===== src/rtl/lau_pkg.sv =====
// -----------------------------------------------------------------------------
// lau_pkg
// Shared types and helpers for the arithmetic unit library.
//   speed_e    : implementation choice for prefix networks (SLOW = ripple,
//                FAST = log-depth Kogge-Stone).
//   num_chunks : ceil(width / chunk), used to size chunked pipelines.
// -----------------------------------------------------------------------------
package lau_pkg;

    typedef enum logic {
        SLOW = 1'b0,
        FAST = 1'b1
    } speed_e;

    function automatic int unsigned num_chunks(input int unsigned width,
                                               input int unsigned chunk);
        return (width + chunk - 1) / chunk;
    endfunction

endpackage


===== src/rtl/sign_apply_pipe_pkg.sv =====
// -----------------------------------------------------------------------------
// sign_apply_pipe_pkg
// Types local to the sign-apply pipeline.
//   stage_ctl_t : per-stage control register (valid, pending +1 carry, overflow
//                 flag travelling with the word).
// -----------------------------------------------------------------------------
package sign_apply_pipe_pkg;

    typedef struct packed {
        logic vld;
        logic carry;
        logic ovf;
    } stage_ctl_t;

endpackage


===== src/rtl/sign_apply_pipe_if.sv =====
// -----------------------------------------------------------------------------
// sign_apply_pipe_if
// Streaming bus of the sign-apply pipeline: sign-magnitude in, two's
// complement out, valid/ready on both sides.
//   mag_i/sign_i/in_valid_i -> in_ready_o        upstream side
//   z_o/ovf_o/out_valid_o   -> out_ready_i       downstream side
//   slave  : the pipeline
//   master : whoever feeds it and drains it
// -----------------------------------------------------------------------------
interface sign_apply_pipe_if #(
    parameter int WIDTH = 8
);
    logic [WIDTH-1:0] mag_i;
    logic             sign_i;
    logic             in_valid_i;
    logic             in_ready_o;
    logic [WIDTH-1:0] z_o;
    logic             ovf_o;
    logic             out_valid_o;
    logic             out_ready_i;

    modport slave (
        input  mag_i, sign_i, in_valid_i, out_ready_i,
        output in_ready_o, z_o, ovf_o, out_valid_o
    );

    modport master (
        output mag_i, sign_i, in_valid_i, out_ready_i,
        input  in_ready_o, z_o, ovf_o, out_valid_o
    );
endinterface


===== src/rtl/prefix_and.sv =====
// -----------------------------------------------------------------------------
// prefix_and
// Inclusive prefix AND: p[i] = &a[i:0].
//   a : input vector (W bits)
//   p : prefix result (W bits)
// SPEED = FAST builds a log-depth Kogge-Stone network, SLOW a ripple chain.
// -----------------------------------------------------------------------------
module prefix_and #(
    parameter int              W     = 4,
    parameter lau_pkg::speed_e SPEED = lau_pkg::FAST
) (
    input  logic [W-1:0] a,
    output logic [W-1:0] p
);

    if (SPEED == lau_pkg::FAST) begin : g_fast
        localparam int L = (W > 1) ? $clog2(W) : 0;

        // Level l combines each bit with the one 2^(l-1) below it.
        for (genvar l = 0; l <= L; l++) begin : g_lvl
            logic [W-1:0] q;
            if (l == 0) begin : g_base
                assign q = a;
            end else begin : g_step
                localparam int D = 1 << (l - 1);
                for (genvar i = 0; i < W; i++) begin : g_bit
                    if (i >= D) begin : g_and
                        assign q[i] = g_lvl[l-1].q[i] & g_lvl[l-1].q[i-D];
                    end else begin : g_pass
                        assign q[i] = g_lvl[l-1].q[i];
                    end
                end
            end
        end

        assign p = g_lvl[L].q;
    end else begin : g_slow
        logic acc;
        always_comb begin
            acc = 1'b1;
            p   = '0;
            for (int i = 0; i < W; i++) begin
                acc  = acc & a[i];
                p[i] = acc;
            end
        end
    end

endmodule


===== src/rtl/sign_apply_pipe_stage.sv =====
// -----------------------------------------------------------------------------
// sign_apply_stage
// Combinational chunk incrementer: {cout, sum} = chunk + cin.
//   chunk : CHUNK_W-bit chunk of the conditioned word
//   cin   : incoming +1 carry
//   sum   : incremented chunk
//   cout  : carry into the next chunk (cin & all ones in chunk)
// Bit i flips exactly when cin and every lower chunk bit are 1, which is one
// prefix AND over {chunk, cin}.
// -----------------------------------------------------------------------------
module sign_apply_stage #(
    parameter int              CHUNK_W = 4,
    parameter lau_pkg::speed_e SPEED   = lau_pkg::FAST
) (
    input  logic [CHUNK_W-1:0] chunk,
    input  logic               cin,
    output logic [CHUNK_W-1:0] sum,
    output logic               cout
);

    logic [CHUNK_W:0] pa;

    prefix_and #(
        .W     (CHUNK_W + 1),
        .SPEED (SPEED)
    ) u_pand (
        .a ({chunk, cin}),
        .p (pa)
    );

    assign sum  = chunk ^ pa[CHUNK_W-1:0];
    assign cout = pa[CHUNK_W];

endmodule


===== src/rtl/sign_apply_pipe.sv =====
// -----------------------------------------------------------------------------
// sign_apply_pipe
// Streaming sign-magnitude to two's-complement converter: z = sign ? -mag : mag.
// Negation is ~mag + 1; the +1 ripples one CHUNK-wide chunk per register
// stage so the critical path scales with CHUNK, not WIDTH.
//   clk_i  : clock
//   rst_ni : asynchronous active-low reset
//   bus    : sign_apply_pipe_if.slave (mag/sign in, z/ovf out, valid/ready)
// Elastic: each stage loads when empty or when its word is being taken; the
// ready chain is combinational back from out_ready_i, so it sustains one word
// per cycle. Outputs come straight from the last stage registers.
// -----------------------------------------------------------------------------
module sign_apply_pipe
    import lau_pkg::*;
    import sign_apply_pipe_pkg::*;
#(
    parameter int     WIDTH = 8,
    parameter int     CHUNK = 4,
    parameter speed_e SPEED = FAST
) (
    input  logic             clk_i,
    input  logic             rst_ni,
    sign_apply_pipe_if.slave bus
);

    localparam int S = int'(num_chunks(WIDTH, CHUNK));

    if (WIDTH < 2 || CHUNK < 1 || CHUNK > WIDTH) begin : g_bad_param
        $error("sign_apply_pipe: need WIDTH >= 2 and 1 <= CHUNK <= WIDTH");
    end

    // Input conditioning: one's complement plus a pending +1 on the carry.
    logic [WIDTH-1:0] ai;
    logic             ovf0;

    assign ai   = bus.mag_i ^ {WIDTH{bus.sign_i}};
    // Positive results need mag < 2^(W-1); negative ones allow exactly 2^(W-1).
    assign ovf0 = (~bus.sign_i & bus.mag_i[WIDTH-1])
                | ( bus.sign_i & bus.mag_i[WIDTH-1] & (|bus.mag_i[WIDTH-2:0]));

    // go[k] = stage k may load this cycle; go[S] is the downstream ready.
    logic [S-1:0] vld;
    logic [S:0]   go;

    always_comb begin
        go    = '0;
        go[S] = bus.out_ready_i;
        for (int k = S - 1; k >= 0; k--) begin
            go[k] = ~vld[k] | go[k+1];
        end
    end

    assign bus.in_ready_o = go[0];

    for (genvar k = 0; k < S; k++) begin : g_stg
        localparam int LO = k * CHUNK;
        localparam int CW = (WIDTH - LO < CHUNK) ? (WIDTH - LO) : CHUNK;

        logic [WIDTH-1:0] din;
        logic [WIDTH-1:0] nxt;
        logic [WIDTH-1:0] data_q;
        logic [CW-1:0]    sum;
        logic             cin;
        logic             cout;
        logic             vin;
        logic             oin;
        stage_ctl_t       ctl_q;

        if (k == 0) begin : g_src_in
            assign din = ai;
            assign cin = bus.sign_i;
            assign vin = bus.in_valid_i;
            assign oin = ovf0;
        end else begin : g_src_stg
            assign din = g_stg[k-1].data_q;
            assign cin = g_stg[k-1].ctl_q.carry;
            assign vin = g_stg[k-1].ctl_q.vld;
            assign oin = g_stg[k-1].ctl_q.ovf;
        end

        sign_apply_stage #(
            .CHUNK_W (CW),
            .SPEED   (SPEED)
        ) u_stage (
            .chunk (din[LO +: CW]),
            .cin   (cin),
            .sum   (sum),
            .cout  (cout)
        );

        // Only this stage's chunk changes; the rest rides along.
        always_comb begin
            nxt           = din;
            nxt[LO +: CW] = sum;
        end

        // Data only moves with a valid word so an idle, possibly-X input bus
        // never reaches the registers.
        always_ff @(posedge clk_i or negedge rst_ni) begin
            if (!rst_ni) begin
                ctl_q  <= '0;
                data_q <= '0;
            end else if (go[k]) begin
                ctl_q.vld <= vin;
                if (vin) begin
                    data_q      <= nxt;
                    ctl_q.carry <= cout;
                    ctl_q.ovf   <= oin;
                end
            end
        end

        assign vld[k] = ctl_q.vld;
    end

    // The carry out of the top chunk is dropped (modular result).
    logic unused_carry;
    assign unused_carry = g_stg[S-1].ctl_q.carry;

    assign bus.z_o         = g_stg[S-1].data_q;
    assign bus.ovf_o       = g_stg[S-1].ctl_q.ovf;
    assign bus.out_valid_o = g_stg[S-1].ctl_q.vld;

endmodule

===== src/flat_wrapper.sv =====
// flat-port wrapper written by rule: the top's interface ports become plain ports
module sign_apply_pipe_flat import lau_pkg::*; import sign_apply_pipe_pkg::*;
#(
    parameter int     WIDTH = 8,
    parameter int     CHUNK = 4,
    parameter speed_e SPEED = FAST
)
  (clk_i, rst_ni, bus_mag_i, bus_sign_i, bus_in_valid_i, bus_out_ready_i, bus_in_ready_o, bus_z_o, bus_ovf_o, bus_out_valid_o);
  sign_apply_pipe_if #(.WIDTH(WIDTH)) bus_i ();
  input  logic clk_i;
  input  logic rst_ni;
  input wire logic [$bits(bus_i.mag_i)-1:0] bus_mag_i;
  input wire logic [$bits(bus_i.sign_i)-1:0] bus_sign_i;
  input wire logic [$bits(bus_i.in_valid_i)-1:0] bus_in_valid_i;
  input wire logic [$bits(bus_i.out_ready_i)-1:0] bus_out_ready_i;
  output wire logic [$bits(bus_i.in_ready_o)-1:0] bus_in_ready_o;
  output wire logic [$bits(bus_i.z_o)-1:0] bus_z_o;
  output wire logic [$bits(bus_i.ovf_o)-1:0] bus_ovf_o;
  output wire logic [$bits(bus_i.out_valid_o)-1:0] bus_out_valid_o;
  assign bus_i.mag_i = bus_mag_i;
  assign bus_i.sign_i = bus_sign_i;
  assign bus_i.in_valid_i = bus_in_valid_i;
  assign bus_i.out_ready_i = bus_out_ready_i;
  assign bus_in_ready_o = bus_i.in_ready_o;
  assign bus_z_o = bus_i.z_o;
  assign bus_ovf_o = bus_i.ovf_o;
  assign bus_out_valid_o = bus_i.out_valid_o;
  sign_apply_pipe #(.WIDTH(WIDTH), .CHUNK(CHUNK), .SPEED(SPEED)) u_core (.clk_i(clk_i), .rst_ni(rst_ni), .bus(bus_i));
endmodule

===== config.mk =====
export PLATFORM = sky130hd
export DESIGN_NAME = sign_apply_pipe_flat
export DESIGN_NICKNAME = d
export VERILOG_FILES = /design/src/rtl/lau_pkg.sv /design/src/rtl/sign_apply_pipe_pkg.sv /design/src/rtl/sign_apply_pipe_if.sv /design/src/rtl/prefix_and.sv /design/src/rtl/sign_apply_pipe_stage.sv /design/src/rtl/sign_apply_pipe.sv /design/src/flat_wrapper.sv
export SDC_FILE = /design/constraint.sdc
export NUM_CORES = 1
export LEC_CHECK = 0
export CAP_MARGIN = 20
export CORE_ASPECT_RATIO = 1.5
export CORE_MARGIN = 2
export CORE_UTILIZATION = 48
export CTS_CLUSTER_DIAMETER = 80
export DETAILED_ROUTE_END_ITERATION = 8
export PLACE_DENSITY = 0.77
export SETUP_SLACK_MARGIN = 0.4
export SYNTH_ARGS = -nofsm -noshare
export SYNTH_HDL_FRONTEND = slang
export SYNTH_HIERARCHICAL = 1
export SYNTH_SLANG_ARGS = --single-unit
export TNS_END_PERCENT = 5

===== constraint.sdc =====
create_clock -name clk_i -period 1.3 [get_ports clk_i]
set_input_delay 0.26 -clock clk_i [delete_from_list [all_inputs] [get_ports clk_i]]
set_output_delay 0.26 -clock clk_i [all_outputs]
set_load 0.02 [all_outputs]

# Word-level counts from Yosys, hierarchy flattened
# Cells that the tools add are included.
# Widths: inputs -> output; s select.
# totals
regBits	21
# op_classes
n_reduce_logical	3
bitwise	25
# op_table
cell	count
$and 1x1->1	16
$xor 4x4->4	2
$xor 8x8->8	1
$reduce_or 7->1	1
$reduce_and 2->1	2
$not 1->1	3
$or 1x1->1	3

# Depth between registers and ports, before layout
# Gate-level depths: netlist of the first run.
# logic_depth
word_depth	4
ltp_mapped	6
ltp_nobuf	5

# By module
# The synthesis of the first run kept the hierarchy.
# modules_own_cells
mod	seq_area_each_um2	instances	cells_per_inst	area_per_inst_um2
sign_apply_pipe	525.5	1	62	914.6
prefix_and	0.0	2	5	37.5
sign_apply_stage	0.0	2	4	35.0

# Worst setup path after synthesis of the first run
# Ideal clock, no wire load.
# synth_path
kind	input-to-reg
start	input bus_sign_i
end	register u_core.g_stg[0].data_q[3]
path_buffers	1
t_arrival_ns	1.270
slack_ns	-0.094
setup_ns	0.125
cell_stages	5
cell_sequence	buf_2 > xor2_1 > and4_4 > xor2_1 > mux2_2
# synth_via
elab_chain_cells	4
# synth_lines
item	line	source
from (decl)	flat_wrapper.sv:13	input wire logic [$bits(bus_i.sign_i)-1:0] bus_sign_i;
$xor 8x8->8	sign_apply_pipe.sv:36	assign ai = bus.mag_i ^ {WIDTH{bus.sign_i}};
named net u_core.ai[0]	sign_apply_pipe.sv:33	logic [WIDTH-1:0] ai;
$and 1x1->1 (2 in series)	prefix_and.sv:28	assign q[i] = g_lvl[l-1].q[i] & g_lvl[l-1].q[i-D];
named net u_core.g_stg[0].u_stage.pa[3]	sign_apply_pipe_stage.sv:21	logic [CHUNK_W:0] pa;
$xor 4x4->4	sign_apply_pipe_stage.sv:31	assign sum = chunk ^ pa[CHUNK_W-1:0];
named net u_core.g_stg[0].sum[3]	sign_apply_pipe.sv:62	logic [CW-1:0] sum;
to (signal assigned)	sign_apply_pipe.sv:106	data_q <= nxt;
to (decl)	sign_apply_pipe.sv:61	logic [WIDTH-1:0] data_q;
# The timed path passes the listed nets, and every way through them passes these cells.
# A chain may end at the register's enable or synchronous reset.

# Final worst setup path of the first run
# layout_path
start	register u_core/bus.out_valid_o (netlist name)
end	output bus_in_ready_o
# layout_via
elab_chain_cells	3
# layout_lines
item	line	source
$not 1->1	sign_apply_pipe.sv:49	go[k] = ~vld[k] | go[k+1];
$or 1x1->1 (2 in series)	sign_apply_pipe.sv:49	
to (decl)	flat_wrapper.sv:16	output wire logic [$bits(bus_i.in_ready_o)-1:0] bus_in_ready_o;
# No other way between the ends.

==> summary.txt, run 1 <==
Global route
  • GRT Total Usage: around 16%
  • First-pass GRT wire length: between 3000 and 4000 µm
  • Initial antenna violation count: 0
  • Number of global-route vias before repair: between 700 and 800
  • Pin count of the biggest net entering global routing: 22
  • Total global routing overflow: 0

Setup path
  • Buf/Inv on CP: 1
  • CP delay by family, top: flip-flops
  • CP Max Fanout: 3
  • Cells along the critical path: nand3b_4, buf_6
  • Worst Path Arrival: between 0.9 and 1 ns
  • Kind of critical path: register to output port
  • Setup crit end kind: output port
  • WP data required: approximately 1.0 ns
  • Slowest-stage cell, CP: dfrtp_2
  • Crit-path max cell delay: around 0.45 ns
  • CP startpoint kind: register

Finish
  • Final Util: between 70% and 80%
  • Layout overhead on the synthesized area: 41.4%
  • Nets@finish: roughly 140
  • Fillers: roughly 160
  • Commonest non-fill, non-tap cell in the layout: dfrtp_1
  • Antenna cells: 0
  • Most frequent cells in the layout: 20 x dfrtp_1, 17 x mux2_2, 15 x buf_4, 12 x xor2_1
  • Proportion of layout cells with a drive suffix above 1: 50.4%
  • Reg area: about 530 µm²
  • Area occupied by multi-input gates: 561 µm²

Placed design
  • Port Buffers: 23
  • Hpwl dp: ~1400 µm
  • GPL Wtd Cong: 0.663
  • Pre-CTS setup slack: -0.502 ns

STA
  • Post-route minimum period: ~1.2 ns
  • Hold Vio Cnt, Final: 0
  • Tightest Pin Transition: between 0.2 and 0.3 ns
  • Post-Route Skew: 0.00655 ns
  • Part of the cycle the worst path needs: 93.0%
  • Final Setup Violations: 0
  • Max-slew violation count: 0
  • Max-Slew Margin vs Limit: about 83%
  • Final setup margin: about 0.09 ns
  • RSZ-0062 raised after global routing: true
  • Achievable Freq: about 830 MHz

Pwr
  • Seq pwr share: between 40% and 50%
  • Cell Pwr Density: ~1300 nW/µm²
  • P_sw: 597 µW
  • LEAKAGE: around 0.71 nW
  • Switching part of the total: a little under a third
  • Clock share of power: 16.0%
  • Combinational share of power: a little over a third
  • Worst VDD drop: between 0.0006 and 0.0007 V
  • Internal: approximately 1.3 mW

Route
  • Drt initial violations: 12
  • Via count: 714
  • Final WL: between 1500 and 2000 µm
  • Vias per inst: 5.06
  • Post-route ant nets: 0
  • WL per Instance: 12.4 µm
  • DRC: 0
  • DRT Pass-1 Iters: 4

CTS
  • CTS tree: built
  • Clock sink total: 21
  • Num CTS Buffers: 3
  • Clock buffer depth: 2
  • CTS Root Cell: clkbuf_4
  • Worst-path clk slew: approximately 0.11 ns
  • Worst skew pair latency: ~0.30 ns
  • H-tree lvl count: 1

Floorplanning
  • Top-level I/O count: 24
  • Die H: just over 60 µm
  • Chip Width: roughly 42 µm
  • Starting Density: about half
  • CORE AREA: 2050 µm²
  • Die ar.: about 2600 µm²
  • Std cell rows: 20

Logic synthesis
  • Syn_nets: 94
  • Yosys warns: 6
  • Syn Area/Cell: between 10 and 15 µm²
  • Post-Synthesis Cells: 79
  • Post-synthesis cell area: approximately 1100 µm²

Run
  • Maxcap violations: 0

Hold path
  • Hold Path Class: primary input to async pin

Run status
  • Status: complete, no violations
[power by group through the flow]
| stage | Clock, mW | Combinational [mW] | Sequential (mW) |
|---|---|---|---|
| after floorplan | 0 | 0.268 | 1.04 |
| after global placement | 0 | 0.717 | 0.917 |
| after detailed placement | 0 | 0.737 | 0.930 |
| after CTS | 0.328 | 0.707 | 0.915 |
| after global routing | 0.350 | 0.734 | 0.935 |
| final | 0.304 | 0.685 | 0.910 |
[metrics by stage]
step	power, mW	hold WS, ns	cells	area (µm²)	setup TNS (ns)
5_1_grt	2.02	0.298	141	1490	0
2_1_floorplan	1.31	-0.0356	79	1100	0
3_3_place_gp	1.63	0.486	136	1430	-6.00
4_1_cts	1.95	0.284	141	1490	0
6_report	1.90	0.285	141	1490	0
3_5_place_dp	1.67	0.495	136	1430	-6.52
[path summary, 6_finish.rpt]
kind	start	slack (ns)	depth (start not counted)	end
max	u_core/bus.out_valid_o$_DFFE_PN0P_	0.09	2	bus_in_ready_o
min	rst_ni	0.29	2	u_core/g_stg[1].oin$_DFFE_PN0P_
max reg2reg	u_core/g_stg[1].vin$_DFFE_PN0P_	0.09	4	u_core/g_stg[0].data_q[4]$_DFFE_PN0P_
min reg2reg	u_core/g_stg[0].data_q[0]$_DFFE_PN0P_	0.51	1	u_core/g_stg[0].data_q[0]$_DFFE_PN0P_
max in group asynchronous	rst_ni	0.80	2	u_core/bus.out_valid_o$_DFFE_PN0P_
min in group clk_i	bus_mag_i[7]	0.32	3	u_core/g_stg[0].data_q[7]$_DFFE_PN0P_
[flip-flops by register name, indices dropped and copies added, names as in the netlist]
signal                  cells
u_core/bus.z_o              8
u_core/g_stg.cin            1
u_core/g_stg.data_q         8
u_core/bus.ovf_o            1
u_core/g_stg.oin            1
u_core/g_stg.vin            1
u_core/bus.out_valid_o      1
[final cells by class]
class	instances	share of cell area [%]
Multi-Input combinational cell	53	37.6
Sequential cell	21	35.3
Timing Repair Buffer	39	22.8
Tap cell	22	1.85
Clock buffer	3	1.51
Inverter	2	0.504
Clock inverter	1	0.336
[what timing repair did]
item                                    in CTS  in global routing
buffers inserted                             1                  0
resized for setup                           51                  2
endpoints found under the setup margin      30                 30
endpoints found under the hold margin        0                  0
hold buffers                                 0                  0
pin swaps                                    4                  0
[routing by layer]
metal	part of all wire (%)	track usage, %	routed length [µm]	vias to the layer above
met5	0	0	0	-
met2	58	31.2	1010	22
met4	2.7	10.7	48	0
met3	3.9	1.17	69	4
li1	-	-	-	347
met1	35	16.5	620	341
Power figures use the tool's default switching activity.
==> run 2: changes to the inputs <==
--- a/config.mk
+++ b/config.mk
@@ -6,12 +6,14 @@
 export NUM_CORES = 1
 export LEC_CHECK = 0
 export CAP_MARGIN = 20
+export CELL_PAD_IN_SITES_DETAIL_PLACEMENT = 0
+export CELL_PAD_IN_SITES_GLOBAL_PLACEMENT = 1
 export CORE_ASPECT_RATIO = 1.5
 export CORE_MARGIN = 2
-export CORE_UTILIZATION = 48
+export CORE_UTILIZATION = 39
 export CTS_CLUSTER_DIAMETER = 80
 export DETAILED_ROUTE_END_ITERATION = 8
-export PLACE_DENSITY = 0.77
+export PLACE_DENSITY_LB_ADDON = 0.1
 export SETUP_SLACK_MARGIN = 0.4
 export SYNTH_ARGS = -nofsm -noshare
 export SYNTH_HDL_FRONTEND = slang
==> summary.txt, run 2 (same netlist as run 1, synthesis figures left out) <==
Run status
  • Status: complete, no violations (unchanged)

Run
  • Maxcap violations: 0 (unchanged)

Setup path
  • R2R Path End: u_core/g_stg[1].cin$_DFFE_PN0P_ (was u_core/g_stg[0].data_q[4]$_DFFE_PN0P_)
  • Slowest-stage cell, CP: mux2_4 (was dfrtp_2)
  • Kind of critical path: primary input to register (was register to output port)
  • CP Max Fanout: 4 (was 3)
  • Crit-path max cell delay: 0.26 ns (was 0.45 ns)
  • Setup crit end kind: register (was output port)
  • Cells along the critical path: buf_6, buf_6, buf_12, xor2_4, and4_4, and2_1, mux2_4 (was nand3b_4, buf_6)
  • Most used cell, CP: buf_6
  • CP startpoint kind: primary input (was register)
  • Number of cells on the critical path: 7 (was 2)
  • Crit path to: u_core/g_stg[1].cin$_DFFE_PN0P_ (was bus_in_ready_o)
  • Buf/Inv on CP: 3 (was 1)
  • Reg2Reg Depth: 4 (unchanged)
  • Critical Path Start: bus_sign_i (was u_core/bus.out_valid_o$_DFFE_PN0P_)
  • WP data required: 1.45 ns (was 1.04 ns)
  • Internal reg-to-reg setup slack: 0.13 ns (was 0.09 ns)
  • Worst Path Arrival: 1.35 ns (was 0.95 ns)
  • CP delay by family, top: simple AND/OR/NAND/NOR gates (was flip-flops)
  • R2r startpoint: u_core/bus.out_valid_o$_DFFE_PN0P_ (was u_core/g_stg[1].vin$_DFFE_PN0P_)

STA
  • Tightest Pin Transition: 0.383 ns (was 0.252 ns)
  • Part of the cycle the worst path needs: 92.5% (was 93.0%)
  • Achievable Freq: 831 MHz (was 827 MHz)
  • Post-route minimum period: 1.20 ns (was 1.21 ns)
  • Post-Route Skew: 0.00134 ns (was 0.00655 ns)
  • TNS Setup: 0 ns (unchanged)
  • Max-Slew Margin vs Limit: 74.5% (was 83.1%)
  • Hold Vio Cnt, Final: 0 (unchanged)
  • Max-slew violation count: 0 (unchanged)
  • RSZ-0062 raised after global routing: true (unchanged)
  • Final Setup Violations: 0 (unchanged)

Finish
  • Layout overhead on the synthesized area: 52.0% (was 41.4%)
  • Antenna cells: 0 (unchanged)
  • Commonest non-fill, non-tap cell in the layout: dfrtp_1 (unchanged)
  • Final Util: 61.2% (was 72.6%)
  • Reg area: 527 µm² (unchanged)
  • Proportion of layout cells with a drive suffix above 1: 52.5% (was 50.4%)
  • Fillers: 218 (was 163)
  • Design Area, Final: 1600 µm² (was 1490 µm²)
  • Nets@finish: 136 (was 135)
  • Area occupied by multi-input gates: 638 µm² (was 561 µm²)
  • Most frequent cells in the layout: 20 x dfrtp_1, 13 x buf_4, 11 x xor2_1, 9 x mux2_2, 9 x mux2_4 (was 20 x dfrtp_1, 17 x mux2_2, 15 x buf_4, 12 x xor2_1)

Pwr
  • LEAKAGE: 0.780 nW (was 0.712 nW)
  • Worst VDD drop: 0.000779 V (was 0.000670 V)
  • Cell Pwr Density: 1280 nW/µm² (was 1270 nW/µm²)

Route
  • Drt initial violations: 7 (was 12)
  • Vias per inst: 4.56 (was 5.06)
  • DRT Pass-1 Iters: 3 (was 4)
  • WL per Instance: 13.1 µm (was 12.4 µm)
  • Final WL: 2060 µm (was 1750 µm)
  • Post-route ant nets: 0 (unchanged)
  • Via count: 716 (was 714)
  • DRC: 0 (unchanged)

Global route
  • Initial antenna violation count: 0 (unchanged)
  • First-pass GRT wire length: 3150 µm (was 3030 µm)
  • GRT Total Usage: 14.9% (was 16.1%)
  • Number of global-route vias before repair: 703 (was 735)
  • Total global routing overflow: 0 (unchanged)
  • Pin count of the biggest net entering global routing: 22 (unchanged)

CTS
  • CTS Root Cell: clkbuf_8 (was clkbuf_4)
  • Num CTS Buffers: 3 (unchanged)
  • Clock sink total: 21 (unchanged)
  • Worst-path clk slew: 0.07 ns (was 0.11 ns)
  • H-tree lvl count: 1 (unchanged)
  • CTS tree: built (unchanged)
  • Worst skew pair latency: 0.26 ns (was 0.30 ns)
  • Clock buffer depth: 2 (unchanged)

Floorplanning
  • CORE AREA: 2620 µm² (was 2050 µm²)
  • Die ar.: 3140 µm² (was 2590 µm²)
  • Top-level I/O count: 24 (unchanged)
  • Starting Density: 40.2% (was 51.3%)
  • Std cell rows: 23 (was 20)
  • Die H: 67.7 µm (was 61.4 µm)
  • Chip Width: 46.4 µm (was 42.3 µm)

Placed design
  • GPL Wtd Cong: 0.691 (was 0.663)
  • Port Buffers: 23 (unchanged)
  • Placed cell areas: 1450 µm² (was 1430 µm²)
  • Hpwl dp: 1390 µm (was 1440 µm)

Hold path
  • Hold Path Class: primary input to async pin (unchanged)
==> run 2: cell count changes in the layout (fill, tap and decap cells not counted), sizes merged <==
cell           delta
buf               -2
clkbuf            +8
clkdlybuf4s15     -3
clkdlybuf4s50     -3
clkinv            -1
dlymetal6s2s      +1
nand2             +1
==> run 2: cell type report <==
class	count	area share, %
multi-input combinational	54	39.8
inverter	2	0.469
tap	37	2.89
clock buffer	4	2.81
sequential	21	32.9
timing repair buffer	39	21.1
==> run 2: repair_timing <==
item                                    in CTS  in global routing
hold buffers                                 0                  0
resized for setup                           59                 12
endpoints found under the setup margin      30                 30
pin swaps                                    5                  4
buffers inserted                             1                  0
gates cloned                                 1                  0
==> run 2: where the power goes <==
group          leakage [nW]  total, mW  internal, mW  switching [mW]
clock                0.0228      0.425         0.218           0.206
combinational         0.512      0.718         0.383           0.335
sequential            0.245      0.912         0.819          0.0930
==> run 2: worst min-delay path by stage <==
stage | from | slack [ns] | cells past startpoint | to
2_1_floorplan | rst_ni | -0.04 | 0 | u_core/bus.out_valid_o$_DFFE_PN0P_
3_5_place_dp | u_core/g_stg[0].data_q[3]$_DFFE_PN0P_ | 0.49 | 1 | u_core/bus.z_o[3]$_DFFE_PN0P_
4_1_cts | rst_ni | 0.36 | 2 | u_core/bus.z_o[4]$_DFFE_PN0P_
6_report | rst_ni | 0.35 | 2 | u_core/bus.z_o[2]$_DFFE_PN0P_
5_1_grt | rst_ni | 0.37 | 2 | u_core/g_stg[1].oin$_DFFE_PN0P_
3_3_place_gp | u_core/bus.z_o[5]$_DFFE_PN0P_ | 0.49 | 1 | u_core/bus.z_o[5]$_DFFE_PN0P_
==> run 2: per-stage QoR <==
stage / power, mW / setup slack [ns] / instances / hold WS (ns)
finish: 2.05 / 0.0971 / 157 / 0.350
global route: 2.17 / 0.0763 / 157 / 0.374
CTS: 2.11 / 0.0946 / 157 / 0.357
detailed placement: 1.66 / -0.480 / 151 / 0.489
global placement: 1.64 / -0.440 / 151 / 0.487
floorplan: 1.31 / 0.0706 / 79 / -0.0356
==> run 2: layer usage <==
| metal | GRT usage [%] | up-vias | share of wire, % |
|---|---|---|---|
| met5 | 0 | - | 0 |
| met4 | 9.64 | 0 | 2.2 |
| met3 | 2.41 | 4 | 3.5 |
| met2 | 24.8 | 18 | 55 |
| met1 | 16.7 | 343 | 40 |
| li1 | - | 351 | - |
